File: config.mk
export PLATFORM = sky130hd
export DESIGN_NAME = boot_loader
export DESIGN_NICKNAME = d
export VERILOG_FILES = /design/src/rtl/boot_pkg.sv /design/src/rtl/word_packer.sv /design/src/rtl/boot_loader.sv
export SDC_FILE = /design/constraint.sdc
export NUM_CORES = 1
export LEC_CHECK = 0
export CAP_MARGIN = 20
export CORE_MARGIN = 2
export CORE_UTILIZATION = 56
export CTS_BUF_LIST = sky130_fd_sc_hd__clkbuf_8
export DETAILED_ROUTE_END_ITERATION = 8
export GPL_ROUTABILITY_DRIVEN = 0
export GPL_TIMING_DRIVEN = 0
export PLACE_DENSITY = 0.95
export SYNTH_ARGS = -nofsm -noshare
export SYNTH_HDL_FRONTEND = slang
export SYNTH_HIERARCHICAL = 1
export SYNTH_SLANG_ARGS = --single-unit
File: constraint.sdc
create_clock -name clk -period 4.4 [get_ports clk]
set_input_delay 1.1 -clock clk [delete_from_list [all_inputs] [get_ports clk]]
set_output_delay 1.1 -clock clk [all_outputs]
set_load 0.03 [all_outputs]
File: src/rtl/boot_pkg.sv
// Shared types and constants for the boot-time instruction memory loader.
package boot_pkg;

    localparam int HDR_BYTES      = 2;
    localparam int BYTES_PER_WORD = 4;
    localparam int WCOUNT_W       = 16;

    typedef enum logic [2:0] {
        S_IDLE,
        S_HDR_HI,
        S_HDR_LO,
        S_DATA,
        S_WRITE,
        S_CHK,
        S_DONE,
        S_ERR
    } boot_state_t;

    function automatic logic [31:0] word_addr(input logic [WCOUNT_W-1:0] idx);
        return {14'b0, idx, 2'b00};
    endfunction

endpackage

File: src/rtl/word_packer.sv
// Packs an MSB-first byte stream into 32-bit words for the boot loader.
module word_packer
    import boot_pkg::*;
(
    input  logic                          clk,
    input  logic                          rst,
    input  logic                          byte_valid,
    input  logic [7:0]                    byte_in,
    input  logic                          consume,
    output logic                          word_last,
    output logic                          word_full,
    output logic [8*BYTES_PER_WORD-1:0]   word_data
);

    localparam int CNT_W  = $clog2(BYTES_PER_WORD);
    localparam int WORD_W = 8 * BYTES_PER_WORD;

    logic [CNT_W-1:0]  cnt_q, cnt_d;
    logic [WORD_W-1:0] word_q, word_d;
    logic              full_q, full_d;

    assign word_last = byte_valid && (cnt_q == CNT_W'(BYTES_PER_WORD - 1));
    assign word_full = full_q;
    assign word_data = word_q;

    always_comb begin
        cnt_d  = cnt_q;
        word_d = word_q;
        full_d = full_q;
        if (consume) begin
            full_d = 1'b0;
        end
        if (byte_valid) begin
            word_d = {word_q[WORD_W-9:0], byte_in};
            cnt_d  = cnt_q + CNT_W'(1);
            if (word_last) begin
                full_d = 1'b1;
            end
        end
    end

    always_ff @(posedge clk) begin
        if (rst) begin
            cnt_q  <= '0;
            word_q <= '0;
            full_q <= 1'b0;
        end else begin
            cnt_q  <= cnt_d;
            word_q <= word_d;
            full_q <= full_d;
        end
    end

endmodule

File: src/rtl/boot_loader.sv
// Loads a length-prefixed byte image into instruction memory, then releases cpu_rst_n.
// Optional trailing checksum byte when BOOT_CHECKSUM_EN is defined.
//
// state   | meaning
// IDLE    | one settle cycle after reset
// HDR_HI  | accept word count [15:8]
// HDR_LO  | accept word count [7:0], size check
// DATA    | accept payload bytes into the packer
// WRITE   | one-cycle imem write of the packed word
// CHK     | accept and compare checksum byte
// DONE    | image loaded, processor released
// ERR     | load aborted, processor held in reset
module boot_loader
    import boot_pkg::*;
#(
    parameter int unsigned IMEM_DEPTH_WORDS = 256
) (
    input  logic        clk,
    input  logic        rst,
    input  logic        rx_valid,
    input  logic [7:0]  rx_data,
    output logic        rx_ready,
    output logic        imem_we,
    output logic [31:0] imem_addr,
    output logic [31:0] imem_wdata,
    output logic        cpu_rst_n,
    output logic        busy,
    output logic        done,
    output logic        error
);

    boot_state_t state_q, state_d;
    boot_state_t fin_state;

    logic [8*HDR_BYTES-1:0] count_q, count_d;
    logic [WCOUNT_W-1:0]    hdr_count;
    logic [WCOUNT_W-1:0]    idx_q, idx_d, idx_inc;

    logic busy_q, busy_d;
    logic done_q, done_d;
    logic error_q, error_d;
    logic cpu_rst_n_q, cpu_rst_n_d;

    logic        byte_valid, consume, word_last, word_full;
    logic [31:0] word_data;

    word_packer u_packer (
        .clk        (clk),
        .rst        (rst),
        .byte_valid (byte_valid),
        .byte_in    (rx_data),
        .consume    (consume),
        .word_last  (word_last),
        .word_full  (word_full),
        .word_data  (word_data)
    );

`ifdef BOOT_CHECKSUM_EN
    logic [7:0] sum_q, sum_d;
    assign fin_state = S_CHK;
`else
    assign fin_state = S_DONE;
`endif

    assign hdr_count = {count_q[15:8], rx_data};
    assign idx_inc   = idx_q + WCOUNT_W'(1);

    always_comb begin
        state_d    = state_q;
        count_d    = count_q;
        idx_d      = idx_q;
        rx_ready   = 1'b0;
        byte_valid = 1'b0;
        consume    = 1'b0;
`ifdef BOOT_CHECKSUM_EN
        sum_d      = sum_q;
`endif
        case (state_q)
            S_IDLE: state_d = S_HDR_HI;
            S_HDR_HI: begin
                rx_ready = 1'b1;
                if (rx_valid) begin
                    count_d = {rx_data, count_q[7:0]};
                    state_d = S_HDR_LO;
                end
            end
            S_HDR_LO: begin
                rx_ready = 1'b1;
                if (rx_valid) begin
                    count_d = hdr_count;
                    if (hdr_count == '0) begin
                        state_d = fin_state;
                    end else if (32'(hdr_count) > IMEM_DEPTH_WORDS) begin
                        state_d = S_ERR;
                    end else begin
                        state_d = S_DATA;
                    end
                end
            end
            S_DATA: begin
                rx_ready   = 1'b1;
                byte_valid = rx_valid;
`ifdef BOOT_CHECKSUM_EN
                if (rx_valid) begin
                    sum_d = sum_q + rx_data;
                end
`endif
                if (word_last) begin
                    state_d = S_WRITE;
                end
            end
            S_WRITE: begin
                consume = 1'b1;
                idx_d   = idx_inc;
                state_d = (idx_inc == count_q) ? fin_state : S_DATA;
            end
`ifdef BOOT_CHECKSUM_EN
            S_CHK: begin
                rx_ready = 1'b1;
                if (rx_valid) begin
                    state_d = (rx_data == sum_q) ? S_DONE : S_ERR;
                end
            end
`endif
            S_DONE: state_d = S_DONE;
            S_ERR:  state_d = S_ERR;
            default: state_d = S_IDLE;
        endcase
    end

    // Status flags lag the state by one cycle so done/cpu_rst_n rise two edges after the last byte.
    always_comb begin
        busy_d      = !(state_q inside {S_DONE, S_ERR});
        done_d      = (state_q == S_DONE);
        error_d     = (state_q == S_ERR);
        cpu_rst_n_d = (state_q == S_DONE);
    end

    always_ff @(posedge clk) begin
        if (rst) begin
            state_q     <= S_IDLE;
            count_q     <= '0;
            idx_q       <= '0;
            busy_q      <= 1'b0;
            done_q      <= 1'b0;
            error_q     <= 1'b0;
            cpu_rst_n_q <= 1'b0;
        end else begin
            state_q     <= state_d;
            count_q     <= count_d;
            idx_q       <= idx_d;
            busy_q      <= busy_d;
            done_q      <= done_d;
            error_q     <= error_d;
            cpu_rst_n_q <= cpu_rst_n_d;
        end
    end

`ifdef BOOT_CHECKSUM_EN
    always_ff @(posedge clk) begin
        if (rst) begin
            sum_q <= '0;
        end else begin
            sum_q <= sum_d;
        end
    end
`endif

    assign imem_we    = (state_q == S_WRITE) && word_full;
    assign imem_addr  = word_addr(idx_q);
    assign imem_wdata = word_data;
    assign busy       = busy_q;
    assign done       = done_q;
    assign error      = error_q;
    assign cpu_rst_n  = cpu_rst_n_q;

endmodule
# [Yosys cells after proc, flatten, opt, wreduce, memory -nomap -nowiden]
# Index checks and enable logic that the tools add are counted.
[totals] output_inout_bits=70 input_bits=11 wordCells=52 reg_bits=73
[classes] n_addsub=2 n_eq_ne=11 mux=16 n_reduce_logical=10 n_lt_le_gt_ge=1 bitwise_logic=2
[ops] cell="16-bit case mux with 2 select lines" n=1
[ops] cell="3-bit case mux with 7 select lines" n=1
[ops] cell="3-bit two-way mux" n=6
[ops] cell="16-bit by 1-bit adder with 16-bit output, second input constant" n=1
[ops] cell="16-bit equality test" n=1
[ops] cell="16-bit by 9-bit greater-than comparator with 1-bit output, second input constant" n=1
[ops] cell="16-bit zero test" n=1
[ops] cell="16-bit two-way mux" n=1
[ops] cell="3-bit equality test, second input constant" n=3
[ops] cell="3-bit AND reduction" n=3
[ops] cell="8-bit two-way mux" n=1
[ops] cell="3-bit by 2-bit equality test with 1-bit output, second input constant" n=2
[ops] cell="1-bit two-way mux" n=6
[ops] cell="2-bit inequality test, second input constant" n=2
[ops] cell="3-bit by 1-bit equality test with 1-bit output, second input constant" n=1
[ops] cell="3-bit zero test" n=1
[ops] cell="3-bit OR reduction" n=1
[ops] cell="2-bit by 1-bit adder with 2-bit output, second input constant" n=1
[ops] cell="2-bit equality test, second input constant" n=1
[ops] cell="1-bit logical AND" n=2
[ops] cell="2-bit by 1-bit inequality test with 1-bit output, second input constant" n=1
[ops] cell="1-bit inverter" n=2
[ops] cell="2-bit nonzero test" n=1
[ops] cell="1-bit zero test" n=1

# [Depth between registers and ports, before layout]
[depth] word_depth=5 mapped_depth=13 depth_no_buf=10

# [Hierarchy]
# Netlist, hierarchy kept.
[by_module_without_submodules] mod="boot_loader" area_per_inst_um2=2245.9 seq_area_each_um2=760.7 cells_each=272 n_inst=1
[by_module_without_submodules] mod="word_packer" area_per_inst_um2=1290.0 seq_area_each_um2=700.7 cells_each=116 n_inst=1

# [Worst setup path after synthesis]
# Ideal clock, no wire load.
[synth_path] path_kind="input to register" startpoint="input rx_valid" endpoint="register state_q[0]" setup_time_ps=117 path_slack_ps=1566 n_path_buf=2 t_required_ps=4283 t_arrival_ps=2717 cell_stages=12 cell_sequence="nand2b_1 nor2_1 buf_6 buf_12 nand2_1 inv_1 inv_1 o21ai_0 nand3b_1 o31a_1 or3_1 o22a_1"
[synth_between] elab_chain_len=4 elab_cells_between_ends=6 cone_classes="eq/ne: 3; mux: 1; reduce/logical: 2"
[synth_lines] element="from (decl)" line="boot_loader.sv:20" source="input logic rx_valid,"
[synth_lines] element="1-bit two-way mux" line="boot_loader.sv:78" source="case (state_q)"
[synth_lines] element="named net byte_valid" line="boot_loader.sv:44" source="logic byte_valid, consume, word_last, word_full;"
[synth_lines] element="1-bit logical AND" line="word_packer.sv:22" source="assign word_last = byte_valid && (cnt_q == CNT_W'(BYTES_PER_WORD - 1));"
[synth_lines] element="named net word_last" line="boot_loader.sv:44"
[synth_lines] element="2-bit by 1-bit inequality test with 1-bit output (no source line)"
[synth_lines] element="3-bit AND reduction (no source line)"
[synth_lines] element="to (signal assigned)" line="boot_loader.sv:149" source="state_q <= state_d;"
[synth_lines] element="to (decl)" line="boot_loader.sv:32" source="boot_state_t state_q, state_d;"
# The timed path passes the listed nets, and every way through them passes these cells.
# A chain may end at the register's enable or synchronous reset.

# [Worst setup path in the final report]
# Same ends and word-level chain as after synthesis.

==> flow_summary_export.csv <==
group,metric,value,unit
clock_network,cts-root-buf,"clkbuf_8",
synthesis,ys.flop_type,"dfxtp_1",
synthesis,synth.distinct_cells,54,
layout,num_antenna_cells,0,
global_route,antenna_found_initial,0,
clock_network,clk_path_buf_depth,2,
worst_setup_path,critical_path_arrival,3.60,ns
clock_network,cts_setup_buffers,0,
synthesis,synth_top_area_share,41.33,%
synthesis,ys_seq_area_share,41.33,%
route,postRouteAntennaNets,0,
synthesis,synth-seq-cells,73,
power,pwr-share-seq,50.5,%
worst_setup_path,cp.required,4.63,ns
route,drtIter0Drc,173,
run_status,status,"complete, no violations",
clock_network,clk_pin_slew,0.08,ns
timing,maxSlewHeadroom,45.47,%
layout,utilization,74.71,%
die,initial_core_util,58.68,%
synthesis,synth_cells,388,
placed_design,dp.cells,541,
synthesis,avgSynthCellArea,9.113,µm²
timing,fin_crit_sh,76.50,%
route,postRouteWirelength,8804,µm
layout,fin_cells,556,
synthesis,synth_commonest_cells,"dfxtp_1, nor2_1, mux2i_1",
die,core_area,6026,µm²
global_route,grt_pass1_vias,3011,
power,power_switching,357.3,µW
placed_design,post-dp-hpwl,6316,µm
placed_design,io_buffers,63,
worst_setup_path,critPathCaptureType,"flip-flop",
die,io_pins,81,
synthesis,yosys.area.top_type,"dfxtp_1",
synthesis,synthesis.area,3536,µm²
synthesis,yosysWarnings,6,
worst_setup_path,path_class,"in -> reg",
timing,drv_slew,0,
run,drv_cap,0,
power,max-vdd-ir-drop,0.0002221,V
worst_setup_path,regToRegEndpoint,"state_q[0]",
clock_network,clock_sinks,73,
clock_network,holdBufCountCts,0,
route,vias,3141,
worst_setup_path,path_max_fanout,10,
global_route,grt_max_degree,13,
layout,fin_nets,490,
timing,setup_viol,0,
clock_network,cts_tree,"yes",
route,wl_per_cell,15.83,µm
hold_path,hp-start,"u_packer/word_full",
power,intPower,999.2,µW
synthesis,ys_top_cells_by_area,"dfxtp_1, mux2i_1, nor2_1, xnor2_1, buf_4",
route,drc,0,
global_route,grt_first_pass_wirelength,14260,µm
timing,rsz0062_at_grt,"false",
worst_setup_path,r2r-start,"state_q[0]",
synthesis,synth_edf_count,0,
synthesis,async_reset_ff_share,0,%
timing,skew,0.006092,ns
power,p_leak,1.609,nW
global_route,grt_use_total,25.01,%
timing,timing.final.ws_setup,1.034,ns
power,p_clk_share,36.9,%
worst_setup_path,reg2reg_depth,13,
route,dr.pass1.iters,5,
clock_network,numCtsBuffers,9,
clock_network,clkLatencyLatePin,0.34,ns
worst_setup_path,crit_path_start_kind,"input pin",
timing,fmax,297.1,MHz
die,die_area,6966,µm²
placed_design,dp_slack,0.8240,ns
die,die_h,83.46,µm
hold_path,hold_depth,2,
timing,post-route-min-period,3.366,ns
global_route,overflow,0,
die,rows,28,
timing,tightest_slew,0.8149,ns
clock_network,htreeDepth,3,
die,die_width,83.46,µm
worst_setup_path,r2r_slack,1.66,ns
timing,tns,0,ns
power,switching_share,26.34,%
layout,syn_to_final_growth,27.32,%
timing,timing_hold_violations_final,0,
layout,drive_gt1_share,9.979,%
hold_path,min-delay-path-class,"reg -> reg",
power,power_frac_comb,12.6,%
route,vias_per_cell,5.649,
clock_network,post_cts_resized,0,
power,power_density,301.3,nW/µm²
hold_path,worstHoldEndpoint,"u_packer/word_full",
==> layout by cell type (no fill, tap or decap), drive strengths merged, types with 7 or more instances in the layout <==
cell / count
a21oi: 10
nor4: 10
mux2i: 49
buf: 30
xor2: 11
conb: 16
nor2: 74
o21ai: 9
nand2: 19
dfxtp: 73
clkbuf: 19
nor3: 7
xnor2: 19
clkdlybuf4s50: 63
nand3: 8
==> worst max-delay path, stage by stage <==
cell,delay (ns)
clkdlybuf4s50_1,0.52
nand2b_1,0.14
nor2_1,0.16
buf_6,0.19
buf_12,0.16
nand2_1,0.07
inv_1,0.09
inv_1,0.06
o21ai_0,0.19
nand3b_1,0.12
o31a_1,0.28
or3_1,0.31
o22a_1,0.20
==> power by group through the flow <==
stage                     combinational, mW  clock (mW)  sequential (mW)
after floorplan                       0.120           0            0.701
after global placement                0.161           0            0.699
after detailed placement              0.166           0            0.700
after CTS                             0.168       0.505            0.685
after global routing                  0.184       0.535            0.686
final                                 0.171       0.501            0.685
==> metal layers <==
metal	routed length [µm]	global-route usage, %
met1	3581	29.46
met2	4310	43.55
met3	633	5.341
met4	280	11.44
met5	0	0
==> cell families after synthesis <==
group / Yosys count / share of synthesized area (%)
adder cells (fa/ha/maj): 2 / 0.7076
flip-flops: 73 / 41.33
multiplexers: 49 / 13.87
AND/OR/NAND/NOR: 152 / 21.23
buffers and inverters: 45 / 8.705
XOR/XNOR: 30 / 7.431
other: 1 / 0.1061
AO/OA/AOI/OAI: 36 / 6.618
==> state kept, by name, summed over array words and instances (netlist names), 2 cells and up <==
register / cells
count_q: 16
idx_q: 16
state_q: 3
u_packer/cnt_q: 2
u_packer/word_data: 32
==> worst max-delay path by stage <==
stage	from	end	slack [ns]	cells past startpoint
finish	rx_valid	state_q[0]	1.03	13
CTS	rx_valid	state_q[0]	1.08	13
floorplan	rx_valid	state_q[0]	1.57	12
global route	rx_valid	state_q[0]	0.90	13
global placement	rx_valid	state_q[0]	0.88	13
detailed placement	rx_valid	state_q[0]	0.82	13
==> through the flow <==
step	hold slack, ns	total power, mW	instance area, µm²
floorplan	0.4454	0.8212	3592
global placement	0.4663	0.8596	4317
detailed placement	0.4681	0.8656	4317
CTS	0.4785	1.358	4502
global route	0.4974	1.405	4502
finish	0.4753	1.357	4502
==> layout make-up <==
type | instances | area [µm²]
timing repair buffer | 63 | 630.6
clock inverter | 6 | 61.31
inverter | 5 | 18.77
tap | 75 | 93.84
clock buffer | 9 | 123.9
sequential | 73 | 1461
multi-input combinational | 285 | 1823
fill | 432 | 1524
buffer | 40 | 289.0
Power figures use the tool's default switching activity.
